## config.mk

```make
export PLATFORM = sky130hd
export DESIGN_NAME = aes_bus_ctrl
export DESIGN_NICKNAME = d
export VERILOG_FILES = /design/src/rtl/aes_bus_ctrl.sv
export SDC_FILE = /design/constraint.sdc
export NUM_CORES = 2
export LEC_CHECK = 0
export BUFFER_PORTS_ARGS = -buffer_cell sky130_fd_sc_hd__buf_2
export CORE_MARGIN = 1.5
export CORE_UTILIZATION = 40
export CTS_CLUSTER_SIZE = 40
export DETAILED_ROUTE_END_ITERATION = 8
export SYNTH_ARGS = -nofsm -noshare
export SYNTH_HDL_FRONTEND = slang
export SYNTH_SLANG_ARGS = --single-unit
```

## constraint.sdc

```tcl
create_clock -name clk -period 38.2 [get_ports clk]
set_clock_uncertainty 0.05 [all_clocks]
set_input_delay 3.82 -clock clk [delete_from_list [all_inputs] [get_ports clk]]
set_output_delay 3.82 -clock clk [all_outputs]
set_load 0.01 [all_outputs]
```

## src/rtl/aes_bus_ctrl.sv

```systemverilog
// aes_bus_ctrl: register front end and ld/done sequencer for aes_cipher_top.
// Optional EXPECT register and ciphertext comparator: define AES_BUS_CHECK_EN.
module aes_bus_ctrl #(
  parameter int           DATA_W     = 16,
  parameter int           NUM_KEYS   = 4,
  parameter int           TIMEOUT    = 64,
  parameter logic [127:0] KEY0_RESET = 128'h593847fb7c86cf74a3e54bd76988a510
) (
  input  logic              clk,
  input  logic              rst,
  input  logic              bus_cs,
  input  logic              bus_we,
  input  logic [7:0]        bus_addr,
  input  logic [DATA_W-1:0] bus_wdata,
  output logic [DATA_W-1:0] bus_rdata,
  output logic              core_ld,
  output logic [127:0]      core_key,
  output logic [127:0]      core_text_in,
  input  logic              core_done,
  input  logic [127:0]      core_text_out,
  output logic              irq
);

  localparam int WPB   = 128 / DATA_W;
  localparam int CNT_W = $clog2(TIMEOUT);

  typedef enum logic [1:0] {IDLE, LOAD, RUN} state_t;

  state_t              state_q, state_d;
  logic [CNT_W-1:0]    cnt_q, cnt_d;
  logic [2:0]          slot_q, slot_d;
  logic [127:0]        text_in_q, text_in_d;
  logic [127:0]        text_out_q, text_out_d;
  logic [127:0]        key_q [NUM_KEYS];
  logic [127:0]        key_d [NUM_KEYS];
  logic                done_q, done_d, tmo_q, tmo_d;
  logic                werr_q, werr_d, badslot_q, badslot_d;
  logic                ld_q, ld_d, irq_q, irq_d;
  logic [DATA_W-1:0]   rdata_q, rdata_d;

`ifdef AES_BUS_CHECK_EN
  logic [127:0]        expect_q, expect_d;
  logic                match_q, match_d;
`else
  logic                match_q;
  assign match_q = 1'b0;
`endif

  logic       wr, rd, busy, word_ok, key_hit;
  logic [8:0] word_lsb;
  logic [3:0] key_sel;

  assign wr       = bus_cs & bus_we;
  assign rd       = bus_cs & ~bus_we;
  assign busy     = (state_q != IDLE);
  assign word_ok  = ({4'd0, bus_addr[3:0]} < 8'(WPB));
  assign word_lsb = 9'(bus_addr[3:0]) * 9'(DATA_W);
  // Key slot k lives at 0x40 + 16k; the upper nibble minus 4 selects the slot.
  assign key_sel  = bus_addr[7:4] - 4'd4;
  assign key_hit  = (bus_addr >= 8'h40) && ({1'b0, key_sel} < 5'(NUM_KEYS)) && word_ok;

  always_comb begin
    state_d    = state_q;
    cnt_d      = cnt_q;
    slot_d     = slot_q;
    text_in_d  = text_in_q;
    text_out_d = text_out_q;
    for (int k = 0; k < NUM_KEYS; k++) key_d[k] = key_q[k];
    done_d     = done_q;
    tmo_d      = tmo_q;
    werr_d     = werr_q;
    badslot_d  = badslot_q;
    ld_d       = 1'b0;
    irq_d      = 1'b0;
    rdata_d    = rdata_q;
`ifdef AES_BUS_CHECK_EN
    expect_d   = expect_q;
    match_d    = match_q;
`endif

    if (wr) begin
      if (bus_addr[7:4] == 4'h0 && word_ok) begin
        if (busy) werr_d = 1'b1;
        else      text_in_d[word_lsb +: DATA_W] = bus_wdata;
      end
      if (key_hit) begin
        if (busy) werr_d = 1'b1;
        else begin
          for (int k = 0; k < NUM_KEYS; k++)
            if (key_sel == 4'(k)) key_d[k][word_lsb +: DATA_W] = bus_wdata;
        end
      end
`ifdef AES_BUS_CHECK_EN
      if (bus_addr[7:4] == 4'h2 && word_ok) begin
        if (busy) werr_d = 1'b1;
        else      expect_d[word_lsb +: DATA_W] = bus_wdata;
      end
`endif
      if (bus_addr == 8'h30) begin
        if (bus_wdata[15]) begin
          done_d    = 1'b0;
          tmo_d     = 1'b0;
          werr_d    = 1'b0;
          badslot_d = 1'b0;
        end
        if (bus_wdata[0] && !busy) begin
          if ({1'b0, bus_wdata[3:1]} >= 4'(NUM_KEYS)) begin
            badslot_d = 1'b1;
          end else begin
            slot_d  = bus_wdata[3:1];
            done_d  = 1'b0;
            tmo_d   = 1'b0;
`ifdef AES_BUS_CHECK_EN
            match_d = 1'b0;
`endif
            state_d = LOAD;
            ld_d    = 1'b1;
          end
        end
      end
    end

    // Completion and abort are evaluated after the bus so they win over CLR.
    case (state_q)
      LOAD: begin
        state_d = RUN;
        cnt_d   = '0;
      end
      RUN: begin
        if (core_done) begin
          text_out_d = core_text_out;
          done_d     = 1'b1;
          irq_d      = 1'b1;
          state_d    = IDLE;
`ifdef AES_BUS_CHECK_EN
          match_d    = (core_text_out == expect_q);
`endif
        end else if (cnt_q == CNT_W'(TIMEOUT - 1)) begin
          tmo_d   = 1'b1;
          irq_d   = 1'b1;
          state_d = IDLE;
        end else begin
          cnt_d = cnt_q + 1'b1;
        end
      end
      default: ;
    endcase

    if (rd) begin
      rdata_d = '0;
      case (bus_addr[7:4])
        4'h0: if (word_ok) rdata_d = text_in_q[word_lsb +: DATA_W];
        4'h1: if (word_ok) rdata_d = text_out_q[word_lsb +: DATA_W];
`ifdef AES_BUS_CHECK_EN
        4'h2: if (word_ok) rdata_d = expect_q[word_lsb +: DATA_W];
`endif
        4'h3: if (bus_addr[3:0] == 4'h1)
                rdata_d[5:0] = {badslot_q, match_q, werr_q, tmo_q, done_q, busy};
        default: ;
      endcase
    end
  end

  always_comb begin
    core_key = key_q[0];
    for (int k = 1; k < NUM_KEYS; k++)
      if (slot_q == 3'(k)) core_key = key_q[k];
  end

  always_ff @(posedge clk or posedge rst) begin
    if (rst) begin
      state_q    <= IDLE;
      cnt_q      <= '0;
      slot_q     <= '0;
      text_in_q  <= '0;
      text_out_q <= '0;
      for (int k = 0; k < NUM_KEYS; k++) key_q[k] <= (k == 0) ? KEY0_RESET : '0;
      done_q     <= 1'b0;
      tmo_q      <= 1'b0;
      werr_q     <= 1'b0;
      badslot_q  <= 1'b0;
      ld_q       <= 1'b0;
      irq_q      <= 1'b0;
      rdata_q    <= '0;
`ifdef AES_BUS_CHECK_EN
      expect_q   <= '0;
      match_q    <= 1'b0;
`endif
    end else begin
      state_q    <= state_d;
      cnt_q      <= cnt_d;
      slot_q     <= slot_d;
      text_in_q  <= text_in_d;
      text_out_q <= text_out_d;
      for (int k = 0; k < NUM_KEYS; k++) key_q[k] <= key_d[k];
      done_q     <= done_d;
      tmo_q      <= tmo_d;
      werr_q     <= werr_d;
      badslot_q  <= badslot_d;
      ld_q       <= ld_d;
      irq_q      <= irq_d;
      rdata_q    <= rdata_d;
`ifdef AES_BUS_CHECK_EN
      expect_q   <= expect_d;
      match_q    <= match_d;
`endif
    end
  end

  assign bus_rdata    = rdata_q;
  assign core_ld      = ld_q;
  assign irq          = irq_q;
  assign core_text_in = text_in_q;

endmodule

```

==> reports/metrics.cfg <==
[worst_setup_path]
r2r_start=state_q[0]
cp.required_ns=34.33
rr_endpoint=key_q[189]
reg2regPathDepth=6
worstPathArrival_ns=4.76
worstSetupPathType=reg -> out
setup.worst_path.end_class=output pin
reg2reg_slack_ns=34.82
crit_fanout=79
crit_path_start_kind=flop

[yosys]
synth_area_um2=38220
ys_ff_latch=801
syn_inst=2910
synthAdderAreaFrac_pct=0.2619
syn_area_per_cell_um2=13.14
synth_edf_count=0
synth_compound_area_share_pct=9.945
synth_ff_type=dfrtp_1
ys_seq_area_share_pct=52.66
synth-simple-area-share_pct=5.247
synth_mux_area_share_pct=28.65
yosys_warnings=0
synth.distinct_cells=68
async_reset_ff_share_pct=100.0
syn_nets=3075
synth_xor_area_share_pct=0.06874
synth_top_family_by_area=multiplexers

[die]
io_pins=431
core_um2=94870
dieWidth_um=312.1
die_area_um2=97420
start_util_pct=40.29
rows=113
die_h_um=312.1

[drt]
drtIter0Drc=2240
ant_nets=0
vias_per_cell=5.803
vias=26480
drc=0
drt-total-wl_um=129500
dr.pass1.iters=5
wl_per_cell_um=28.37

[timing]
tightestPinTransition_ns=1.233
period_share_pct=22.59
slew_violations=0
layout_min_cycle_time_ns=8.628
fin_setup_tns_ns=0
rsz0062_at_grt=false
hold_viol=0
setup_viol=0
relSlewSlack_pct=17.59
fmax_ghz=0.1159

[clock_tree]
cts_setup_buffers=0
tritoncts=built
cts.clk_slew.worst_paths_ns=0.07
clockBufferDepth=3
hold_buffers=0
cts_root_buf=clkbuf_16
numCtsBuffers=90
postCtsResizedCells=0
htree_num_levels=3
clk_latency_ns=0.65
cts.sinks=801

[min_path]
whs_path_depth=1
hold_path_end=key_q[201]
min_path_type=reg -> reg
hold_start=key_q[201]

[power_and_ir_drop]
power_frac_seq_pct=46.5
p_per_area_nw_per_um2=46.83
internal-power_mw=1.569
p_clk_share_pct=44.1
p_switching_mw=0.5100
share_comb_of_total_power_pct=9.5
p_leak_nw=21.20
ir_drop_mv=0.04429
fin_total_pwr_mw=2.079
p_sw_share_pct=24.53

[grt]
track_usage_pct=26.23
first_global_vias=26400
grt_pass1_wl_um=188900
grt_max_degree=128
gr-total-overflow=0
antenna_found_initial=33

[place]
gp_congestion=0.8632
port_buffers=430
placed_cell_area_um2=41230
post-dp-hpwl_um=90490

[finish]
nFillCells=8626
final_nets=3386
drive_gt1_share_pct=48.95
final_area_um2=44400
areaGrowthSynthToFinish_pct=16.15
final_core_util_pct=46.80

[outcome]
status=finished, final reports clean

[flow_run]
drv_cap=0

[synthesized netlist by cell type, types with 8 or more instances]
cell type | n | area (µm²)
mux2_2 | 765 | 8615
nand3_2 | 12 | 120.1
a21boi_0 | 8 | 60.06
dfstp_2 | 66 | 1734
a221oi_1 | 10 | 87.58
a21oi_1 | 133 | 665.6
a211oi_4 | 12 | 240.2
clkbuf_1 | 170 | 638.1
ha_1 | 8 | 100.1
nor3b_1 | 8 | 60.06
mux2_1 | 20 | 225.2
buf_6 | 8 | 90.09
buf_2 | 30 | 150.1
nor2_1 | 8 | 30.03
o21ai_0 | 270 | 1351
buf_4 | 19 | 142.6
mux2_4 | 40 | 600.6
mux4_2 | 64 | 1441
and2_1 | 42 | 262.8
o31ai_1 | 16 | 120.1
and3_1 | 12 | 75.07
or3_1 | 8 | 50.05
and2_0 | 8 | 50.05
dfrtp_1 | 735 | 18390
a22oi_1 | 133 | 998.5
nor2b_1 | 134 | 838.3
buf_1 | 25 | 93.84
nand2_1 | 50 | 187.7
[stage by stage]
step | setup slack [ns] | cells | hold WS (ns)
after global routing | 29.45 | 4564 | 0.4604
after floorplan | 11.95 | 2910 | 0.4102
final | 29.57 | 4564 | 0.4396
after global placement | 30.07 | 4394 | 0.4077
after CTS | 29.55 | 4562 | 0.4431
after detailed placement | 30.02 | 4394 | 0.4225
[cell type report]
class / count / area, µm² / share of cell area [%]
sequential: 801 / 20140 / 45.36
multi-input combinational: 1841 / 16960 / 38.20
clock buffer: 133 / 2685 / 6.048
timing repair buffer: 476 / 2502 / 5.637
tap: 1265 / 1583 / 3.565
clock inverter: 35 / 473.0 / 1.065
inverter: 11 / 48.80 / 0.1099
antenna: 2 / 5.005 / 0.01127
[sequential cells by signal, indices dropped and copies added (netlist names), 2 cells and up]
register	cells
text_out_q	128
cnt_q	6
bus_rdata	16
state_q	2
key_q	512
core_text_in	128
slot_q	3
[kinds of logic after synthesis]
kind of cell,after synthesis
mux,896
fa+ha+maj,8
compound gates,612
flops,801
xor+xnor,3
simple gates,322
buf+inv,268
[how the worst max path moves through the flow]
stage | start | endpoint | cells past startpoint
after floorplan | rst | badslot_q | 1
after global placement | bus_addr[0] | key_q[473] | 6
after detailed placement | bus_addr[0] | core_text_in[117] | 6
after CTS | slot_q[1] | core_key[22] | 6
after global routing | slot_q[1] | core_key[111] | 6
final | slot_q[1] | core_key[22] | 6
[routing by layer]
layer,vias to the layer above,GRT usage [%],part of all wire [%]
met1,13870,35.55,42
met5,-,0,0.13
met4,26,8.319,3.1
met2,1062,40.65,46
met3,226,7.419,8.7
li1,11300,-,-
[cell usage in the layout (no fill, tap or decap), drive strengths merged, types with 16 or more instances in the layout]
cell,count
a211oi,16
clkinv,21
nor2b,134
o21ai,271
a22oi,133
mux2,825
dfstp,66
nand3,17
nand2,50
dfrtp,735
buf,476
clkbuf,133
mux4,64
and2,50
a21oi,133
o31ai,16
[power groups by stage]
stage | Clock, mW | Combinational, mW | Sequential [mW]
6_report | 0.916 | 0.197 | 0.966
5_1_grt | 0.964 | 0.213 | 0.974
4_1_cts | 0.931 | 0.200 | 0.965
3_5_place_dp | 0 | 0.200 | 0.980
3_3_place_gp | 0 | 0.195 | 0.978
2_1_floorplan | 0 | 0.140 | 0.964
[critical path: stages (launching register included)]
cell and delay [ns]:
dfrtp_4 1.14, nor2b_4 0.44, buf_4 0.71, buf_4 0.89, a22oi_1 0.14, o21ai_0 0.39
buf_2 0.27
No activity file was read; power rests on OpenSTA's default activity.
